[config.mk]
export PLATFORM = sky130hd
export DESIGN_NAME = wb_port_arbiter
export DESIGN_NICKNAME = d
export VERILOG_FILES = /design/src/rtl/wb_pkg.sv /design/src/rtl/wb_fifo.sv /design/src/rtl/wb_port_arbiter.sv
export SDC_FILE = /design/constraint.sdc
export NUM_CORES = 1
export LEC_CHECK = 0
export ABC_CLOCK_PERIOD_IN_PS = 3750
export BUFFER_PORTS_ARGS = -buffer_cell sky130_fd_sc_hd__buf_2
export CORE_MARGIN = 10
export CORE_UTILIZATION = 45
export DETAILED_ROUTE_END_ITERATION = 16
export PLACE_DENSITY_LB_ADDON = 0.1
export SLEW_MARGIN = 20
export SYNTH_ARGS = -nofsm -noshare
export SYNTH_HDL_FRONTEND = slang
export SYNTH_SLANG_ARGS = --single-unit
[constraint.sdc]
create_clock -name clk -period 3.75 [get_ports clk]
set_input_delay 0 -clock clk [delete_from_list [all_inputs] [get_ports clk]]
set_output_delay 0 -clock clk [all_outputs]
set_load 0.01 [all_outputs]
[src/rtl/wb_pkg.sv]
// Shared types and constants for the register-file write-port arbiter.
// Holds the writeback select codes, the buffered request type and the pipeline value mux.
package wb_pkg;

  localparam logic [1:0] WB_SEL_ALU = 2'd0;
  localparam logic [1:0] WB_SEL_MEM = 2'd1;
  localparam logic [1:0] WB_SEL_PC4 = 2'd2;

  typedef struct packed {
    logic [4:0]  rd;
    logic [31:0] data;
  } wb_req_t;

  // Select code 3 is reserved and decodes like ALU.
  function automatic logic [31:0] wb_pipe_value(
    input logic [1:0]  sel,
    input logic [31:0] alu,
    input logic [31:0] mem,
    input logic [31:0] pc
  );
    logic [31:0] val;
    case (sel)
      WB_SEL_MEM: val = mem;
      WB_SEL_PC4: val = pc + 32'd4;
      default:    val = alu;
    endcase
    return val;
  endfunction

endpackage

[src/rtl/wb_fifo.sv]
// Synchronous FIFO of wb_req_t; head is valid combinationally whenever not empty.
// Push when full and pop when empty are ignored; the caller guards with full/empty.
module wb_fifo
  import wb_pkg::*;
#(
  parameter int DEPTH = 2
) (
  input  logic                     clk,
  input  logic                     rst,
  input  logic                     push,
  input  wb_req_t                  push_dat,
  input  logic                     pop,
  output wb_req_t                  head,
  output logic                     full,
  output logic                     empty,
  output logic [$clog2(DEPTH):0]   count
);

  localparam int AW = $clog2(DEPTH);
  localparam logic [AW:0] FULL_CNT = (AW + 1)'(DEPTH);

  wb_req_t       mem_q [DEPTH];
  logic [AW-1:0] wr_ptr_q, wr_ptr_d;
  logic [AW-1:0] rd_ptr_q, rd_ptr_d;
  logic [AW:0]   count_q,  count_d;
  logic          do_push, do_pop;

  assign full    = (count_q == FULL_CNT);
  assign empty   = (count_q == '0);
  assign count   = count_q;
  assign head    = mem_q[rd_ptr_q];
  assign do_push = push && !full;
  assign do_pop  = pop && !empty;

  // DEPTH is a power of two, so pointer overflow is the modulo wrap.
  always_comb begin
    wr_ptr_d = wr_ptr_q;
    rd_ptr_d = rd_ptr_q;
    count_d  = count_q;
    if (do_push) wr_ptr_d = wr_ptr_q + 1'b1;
    if (do_pop)  rd_ptr_d = rd_ptr_q + 1'b1;
    case ({do_push, do_pop})
      2'b10:   count_d = count_q + 1'b1;
      2'b01:   count_d = count_q - 1'b1;
      default: count_d = count_q;
    endcase
  end

  always_ff @(posedge clk) begin
    if (rst) begin
      wr_ptr_q <= '0;
      rd_ptr_q <= '0;
      count_q  <= '0;
    end else begin
      wr_ptr_q <= wr_ptr_d;
      rd_ptr_q <= rd_ptr_d;
      count_q  <= count_d;
    end
  end

  always_ff @(posedge clk) begin
    if (do_push) mem_q[wr_ptr_q] <= push_dat;
  end

endmodule

[src/rtl/wb_port_arbiter.sv]
// Single RF write port shared by the WB stage (priority) and a FIFO of long-latency results;
// a starvation counter forces a one-cycle pipe_stall to drain. Define WB_BYPASS_EN for same-cycle ll writes.
module wb_port_arbiter
  import wb_pkg::*;
#(
  parameter int DEPTH    = 2,
  parameter int MAX_WAIT = 4
) (
  input  logic                     clk,
  input  logic                     rst,
  input  logic                     pipe_wb_valid,
  input  logic [4:0]               pipe_rd,
  input  logic [1:0]               pipe_wb_sel,
  input  logic [31:0]              pipe_alu,
  input  logic [31:0]              pipe_mem,
  input  logic [31:0]              pipe_pc,
  input  logic                     ll_valid,
  output logic                     ll_ready,
  input  logic [4:0]               ll_rd,
  input  logic [31:0]              ll_data,
  output logic                     rf_we,
  output logic [4:0]               rf_wa,
  output logic [31:0]              rf_wd,
  output logic                     pipe_stall,
  output logic [$clog2(DEPTH):0]   ll_count
);

  localparam int CW = $clog2(MAX_WAIT + 1);
  localparam logic [CW-1:0] MAX_W = CW'(MAX_WAIT);

  wb_req_t       head, ll_req, wr_req;
  logic          fifo_full, fifo_empty;
  logic          push, pop, bypass, force_drain, wr_vld;
  logic [CW-1:0] cnt_q, cnt_d;

  assign ll_req = '{rd: ll_rd, data: ll_data};

  wb_fifo #(.DEPTH(DEPTH)) u_fifo (
    .clk      (clk),
    .rst      (rst),
    .push     (push),
    .push_dat (ll_req),
    .pop      (pop),
    .head     (head),
    .full     (fifo_full),
    .empty    (fifo_empty),
    .count    (ll_count)
  );

  assign force_drain = !fifo_empty && (cnt_q == MAX_W);

  always_comb begin
    wr_vld     = 1'b0;
    wr_req     = '0;
    pop        = 1'b0;
    bypass     = 1'b0;
    pipe_stall = 1'b0;
    if (rst) begin
      wr_vld = 1'b0;
    end else if (force_drain) begin
      wr_vld     = 1'b1;
      wr_req     = head;
      pop        = 1'b1;
      pipe_stall = 1'b1;
    end else if (pipe_wb_valid) begin
      wr_vld = 1'b1;
      wr_req = '{rd: pipe_rd,
                 data: wb_pipe_value(pipe_wb_sel, pipe_alu, pipe_mem, pipe_pc)};
    end else if (!fifo_empty) begin
      wr_vld = 1'b1;
      wr_req = head;
      pop    = 1'b1;
`ifdef WB_BYPASS_EN
    end else if (ll_valid) begin
      // Idle port and empty FIFO: write the offered result directly, never buffering it.
      wr_vld = 1'b1;
      wr_req = ll_req;
      bypass = 1'b1;
`endif
    end
  end

  // Pushing only when not full means a pop never frees a slot for the same cycle.
  assign ll_ready = !rst && !fifo_full;
  assign push     = ll_valid && ll_ready && !bypass;

  // x0 writes still retire their slot; only the enable is dropped.
  assign rf_we = wr_vld && (wr_req.rd != 5'd0);
  assign rf_wa = wr_req.rd;
  assign rf_wd = wr_req.data;

  always_comb begin
    cnt_d = '0;
    if (pop)              cnt_d = '0;
    else if (!fifo_empty) cnt_d = (cnt_q == MAX_W) ? MAX_W : cnt_q + 1'b1;
    else                  cnt_d = '0;
  end

  always_ff @(posedge clk) begin
    if (rst) cnt_q <= '0;
    else     cnt_q <= cnt_d;
  end

endmodule

Word-level counts from Yosys, hierarchy flattened
Memories as Yosys holds them, arrays and structs flattened. A register that Yosys moved wholly into a read port is not among the register bits. Index checks and enable logic that the tools add are counted.

Add/sub/neg operators: 6. Eq/ne operators: 6. Muxes and demuxes: 20. Reductions and logical operators: 14.

Operators with widths (number): two-way mux 37 bit (4); case mux 32 bit (2 select lines) (1); adder 32 x 3 -> 32 bit (second input constant) (1); two-way mux 1 bit (13); equality test 2 bit (second input constant) (3); logical AND 1 bit (6); nonzero test 5 bit (1); equality test 2 x 1 -> 1 bit (second input constant) (2); case mux 2 bit (2 select lines) (1); OR reduction 4 bit (1); adder 3 x 1 -> 3 bit (second input constant) (1); equality test 3 bit (second input constant) (1); logical NOT 1 bit (3); two-way mux 3 bit (1); OR reduction 3 bit (1); adder 1 bit (second input constant) (2); adder 2 x 1 -> 2 bit (second input constant) (1); logical NOT 2 bit (1); nonzero test 2 bit (1); subtractor 2 x 1 -> 2 bit (second input constant) (1).

Bits in registers: 7. RAM bits: 74. Bits of input ports: 144. Output and inout bits: 42. Logic and storage cells: 52. Memories kept: 1.

Memories: u_fifo.mem_q (words 2, width 37, read ports 1, clocked after memory_dff 1, write ports 1, line wb_fifo.sv:22) `wb_req_t mem_q [DEPTH];`.

Logic depth before layout (Yosys ltp)
Depth in word-level cells: 8. Depth in mapped cells: 10. Gate-level depth less buffers: 9.

Modules after synthesis
Synthesis repeated with hierarchy kept, for this count alone.

Cell total of the unflattened synthesis: 423. Area, all modules: 4687.0 µm².

By module, submodules not included: wb_fifo (times used 1, cells an instance 141, area an instance 2882.8 µm², seq. area each 2322.2 µm²); wb_port_arbiter (times used 1, cells an instance 282, area an instance 1804.2 µm², seq. area each 60.1 µm²).

Least setup slack after synthesis
Ideal clock, no wire load.

Path type: register -> register. From: register u_fifo.count_q[0] (netlist: u_fifo.count[0]). To: memory u_fifo.mem_q[0][0] in the netlist's numbering, enable pin. Setup time: 0.431 ns. Data arrival time: 2.490 ns. Required time: 3.319 ns. Path slack: 0.829 ns. Stages on the path, launching flop included: 4. Path buffers: 1. Clock period less this slack: 2.921 ns. Path through: dfxtp_1 > clkbuf_1 > o211ai_1 > nor2_1.

Longest elaborated chain between the ends: 7.

Ends and longest elaborated chain: from (decl) (line wb_fifo.sv:25) `logic [AW:0] count_q, count_d;`; from (signal assigned) (line wb_fifo.sv:57) `count_q <= count_d;`; equality test 2 bit (*) (line wb_fifo.sv:28) `assign full = (count_q == FULL_CNT);`; logical NOT 1 bit (*) (line wb_fifo.sv:32, wb_port_arbiter.sv:84); logical AND 1 bit (line wb_port_arbiter.sv:84) `assign ll_ready = !rst && !fifo_full;`; logical AND 1 bit (line wb_port_arbiter.sv:85) `assign push = ll_valid && ll_ready && !bypass;`; logical AND 1 bit (*) (line wb_fifo.sv:32) `assign do_push = push && !full;`; two-way mux 1 bit (*) (line wb_fifo.sv:62) `if (do_push) mem_q[wr_ptr_q] <= push_dat;`; two-way mux 1 bit (not written as such) (*) (line wb_fifo.sv:62); to (decl) (line wb_fifo.sv:22).

Every way passes the cells marked *; elsewhere a longest branch is shown, timed or not.

Final worst setup path
From: register cnt_q[0]. To: output port rf_wd[24].

Longest elaborated chain between the ends: 4.

Ends and longest elaborated chain: from (decl) (line wb_port_arbiter.sv:34) `logic [CW-1:0] cnt_q, cnt_d;`; from (signal assigned) (line wb_port_arbiter.sv:101) `else cnt_q <= cnt_d;`; equality test 3 bit (line wb_port_arbiter.sv:50) `assign force_drain = !fifo_empty && (cnt_q == MAX_W);`; logical AND 1 bit (line wb_port_arbiter.sv:50); two-way mux 37 bit (line wb_port_arbiter.sv:60) `end else if (force_drain) begin`; two-way mux 37 bit (line wb_port_arbiter.sv:58) `if (rst) begin`; to (decl) (line wb_port_arbiter.sv:23) `output logic [31:0] rf_wd,`.

No other way between the ends.

==> summary.md <==
| Metric | Value |
|---|---|
| Status | `finished, final reports clean` |
| Final setup margin | `around 1000 ps` |
| Critical Path Slowest Stage Cell | `nand2_1` |
| Remaining antenna violation count | `0` |
| Drt pass-1 iters | `7` |
| Worst hold endpoint | `u_fifo.count[0]` |
| Worst ir drop on vdd | `between 0.2 and 0.3 mV` |
| Worst min path class | `primary input to register` |
| Vias in the first global route | `between 4000 and 5000` |
| Pleak | `2.662 nW` |
| Post-synth top area share | `42.77%` |
| Initial antenna violation count | `1` |
| Final setup TNS | `0 ps` |
| Die ar. | `0.01624 mm2` |
| GP Congestion | `0.9008` |
| Hold path depth | `2` |
| Worst EP arrival | `2720 ps` |
| Placeable core area | `0.01137 mm2` |
| Die height | `127.4 um` |
| Critical path buffers and inverters | `3` |
| Wirelength per Cell | `21.18 um` |
| Routed wire length | `roughly 18 mm` |
| Largest delay contributor family on the critical path | `compound AO/OA/AOI/OAI gates` |
| # IOs | `roughly 190` |
| Die Wd | `about 130 um` |
| Initial Utilization | `45.69%` |
| RSZ-0062 raised after global routing | `no` |
| R2r worst-path depth | `9` |
| Period Utilization, post-route | `72.43%` |
| Crit-path cells | `inv_1, ha_1, o211ai_2, nand2_1, buf_4, o22ai_1, a221o_1, buf_2` |
| TritonCTS clock tree | `done` |
| Final hold violations | `0` |
| Total track usage | `a little over a fifth` |
| Clock transition at path regs | `60 ps` |
| Post-synth ARST share | `0%` |
| Share of cells above drive strength 1 | `slightly above 30%` |
| Critical path type | `register to output port` |
| Dpl ws | `between 1000 and 1500 ps` |
| Worst setup SP type | `register` |
| Final nets | `863` |
| Skew-Pair Late Insertion Delay | `330 ps` |
| Clk sinks | `82` |
| Cell Pwr Density | `365.6 mW/mm2` |
| Max_slew headroom | `47.92%` |
| Reg-to-Reg End | `u_fifo.count[1]` |
| Syn Inst Count | `around 510` |
| Largest net degree at the start of global routing | `63` |
| Worst reg2reg startpoint | `cnt_q[0]` |
| Yosys cell types | `slightly below 70` |
| Final setup fails | `0` |
| Drt initial violations | `569` |
| FF+latch count, synth | `82` |
| Finished Core Util | `60.60%` |
| Skew final | `about 3.3 ps` |
| Register area share after synthesis | `45.86%` |
| Vias per cell | `5.980` |
| Num CTS Buffers | `9` |
| DRC Markers | `0` |
| Critical path required time | `around 3800 ps` |
| Area of the multi-input gates | `0.002615 mm2` |
| CP endpoint kind | `output port` |
| Number of diodes | `0` |
| DP HPWL | `about 14 mm` |
| Number of fill cells | `986` |
| Cell taking the most area after synthesis | `edfxtp_1` |
| CTS Root Cell | `clkbuf_16` |
| Slowest cell delay on critical path | `between 400 and 500 ps` |
| Top cell types by occurrence after synthesis | `edfxtp_1 (74), mux2i_1 (34), nor2_1 (33)` |
| Post-layout minimum cycle time | `2716 ps` |
| CTS H-tree depth | `3` |
| Worst slew pin tran | `779.6 ps` |
| Vias | `5149` |
| Post-synth EDFFs | `74` |
| Synth area leaders | `edfxtp_1 (43%), mux2i_1 (6.6%), dfxtp_1 (3.1%), a22oi_1 (2.6%), nor2_1 (2.4%)` |
| Port Buffers | `approximately 190` |
| Most frequent cell after synthesis | `edfxtp_1` |
| Sequential cell area | `0.002384 mm2` |
| Resize count post-CTS | `0` |
| Syn_area_per_cell | `10.25 um2` |
| Hold Path Origin | `rst` |
| Synthesis-to-finish area growth | `32.63%` |
| Grt ovf | `0` |
| First-pass GRT wire length | `27.26 mm` |
| Max Cap Viol | `0` |
| Crit Path Max Fanout | `14` |
| R2R Setup Slk | `about 1200 ps` |
| Synth warn | `0` |
| Final slew viol count | `0` |
| Synth Cell Area | `0.005195 mm2` |
| Main synth FF type | `edfxtp_1` |
| Fmax | `0.3682 GHz` |
| Row count | `39` |
| Mapped Nets | `657` |
| Clock buffer depth | `2` |
-- state kept, by name (all words and copies together) (netlist names), named ones only --
name / flops
cnt_q: 3
u_fifo.rd_ptr_q: 1
u_fifo.mem_q: 74
u_fifo.count: 2
u_fifo.wr_ptr_q: 1
-- metal layers --
| metal | global-route usage (%) | wire (um) |
|---|---|---|
| met1 | 26.51 | 7515 |
| met2 | 34.06 | 8822 |
| met3 | 5.087 | 1498 |
| met4 | 7.435 | 386 |
| met5 | 0 | 11 |
-- worst reg2reg max path, delay by kind of cell, from the launching register on --
kind / cells / cell delay [ps]
adders and majority gates: 2 / 630
AOI/OAI and AO/OA: 2 / 470
and+or+nand+nor: 2 / 640
DFF: 1 / 340
buffers and inverters: 3 / 440
-- cells by family (layout without fill, tap and decap cells) --
| logic type | count (synthesis) | after routing | synth area share, % |
|---|---|---|---|
| AND/OR/NAND/NOR | 184 | 184 | 19.99 |
| AO/OA/AOI/OAI | 133 | 133 | 19.17 |
| flip-flops | 82 | 82 | 45.86 |
| buffers and inverters | 52 | 263 | 4.142 |
| multiplexers | 37 | 37 | 7.201 |
| XOR/XNOR | 13 | 13 | 2.192 |
| adder cells (fa/ha/maj) | 6 | 6 | 1.445 |
-- repair_timing --
action	in CTS	in global routing
hold buffers	37	0
setup buffers	0	0
endpoints found under the hold margin	74	0
-- cells in the final DEF, fill, tap and decap left out, types with 11 or more instances in the layout --
master           n
nor2b_1         17
dlygate4sd3_1   37
edfxtp_1        74
nand3_1         19
mux2i_1         34
nor3_1          19
nand2b_1        11
nand4_1         14
inv_1           15
a22oi_1         18
a21oi_1         11
nand2_1         22
a211oi_1        11
o22ai_1         15
o21ai_0         13
buf_2          185
nor4_1          11
nor2_1          31
-- area by class of cell --
class	instances	share of cell area [%]
flip-flops and latches	82	34.59
repair buffers	231	19.79
clock buffers	12	3.432
inverters	16	0.8716
multi-input cells	373	37.95
well taps	143	2.597
clock inverters	4	0.7627
-- per-stage QoR --
| stage | cell area, um2 | total power, mW | std cells | hold slack [ps] |
|---|---|---|---|---|
| final | 6890 | 2.519 | 861 | 38.84 |
| after global routing | 6890 | 2.625 | 861 | 53.33 |
| after CTS | 6890 | 2.526 | 861 | 22.26 |
| after detailed placement | 6231 | 1.639 | 808 | 191.3 |
| after global placement | 6231 | 1.630 | 808 | 186.8 |
| after floorplan | 5195 | 1.402 | 507 | 98.87 |
-- worst max path at each step --
stage	startpoint	end	slack, ps	cells after the start
after floorplan	u_fifo.count[0]	u_fifo.mem_q[0][0]	830	3
after global placement	cnt_q[0]	u_fifo.count[1]	1330	9
after detailed placement	cnt_q[0]	u_fifo.count[1]	1240	9
after CTS	cnt_q[0]	rf_wd[24]	1060	8
after global routing	cnt_q[0]	rf_wd[24]	900	8
final	cnt_q[0]	rf_wd[24]	1030	8
-- where the power goes --
group          total (mW)  switching (mW)  internal, mW
combinational       0.578           0.323         0.255
clock               0.866           0.348         0.518
sequential           1.08          0.0314          1.04
(Power assumes the default switching activity.)
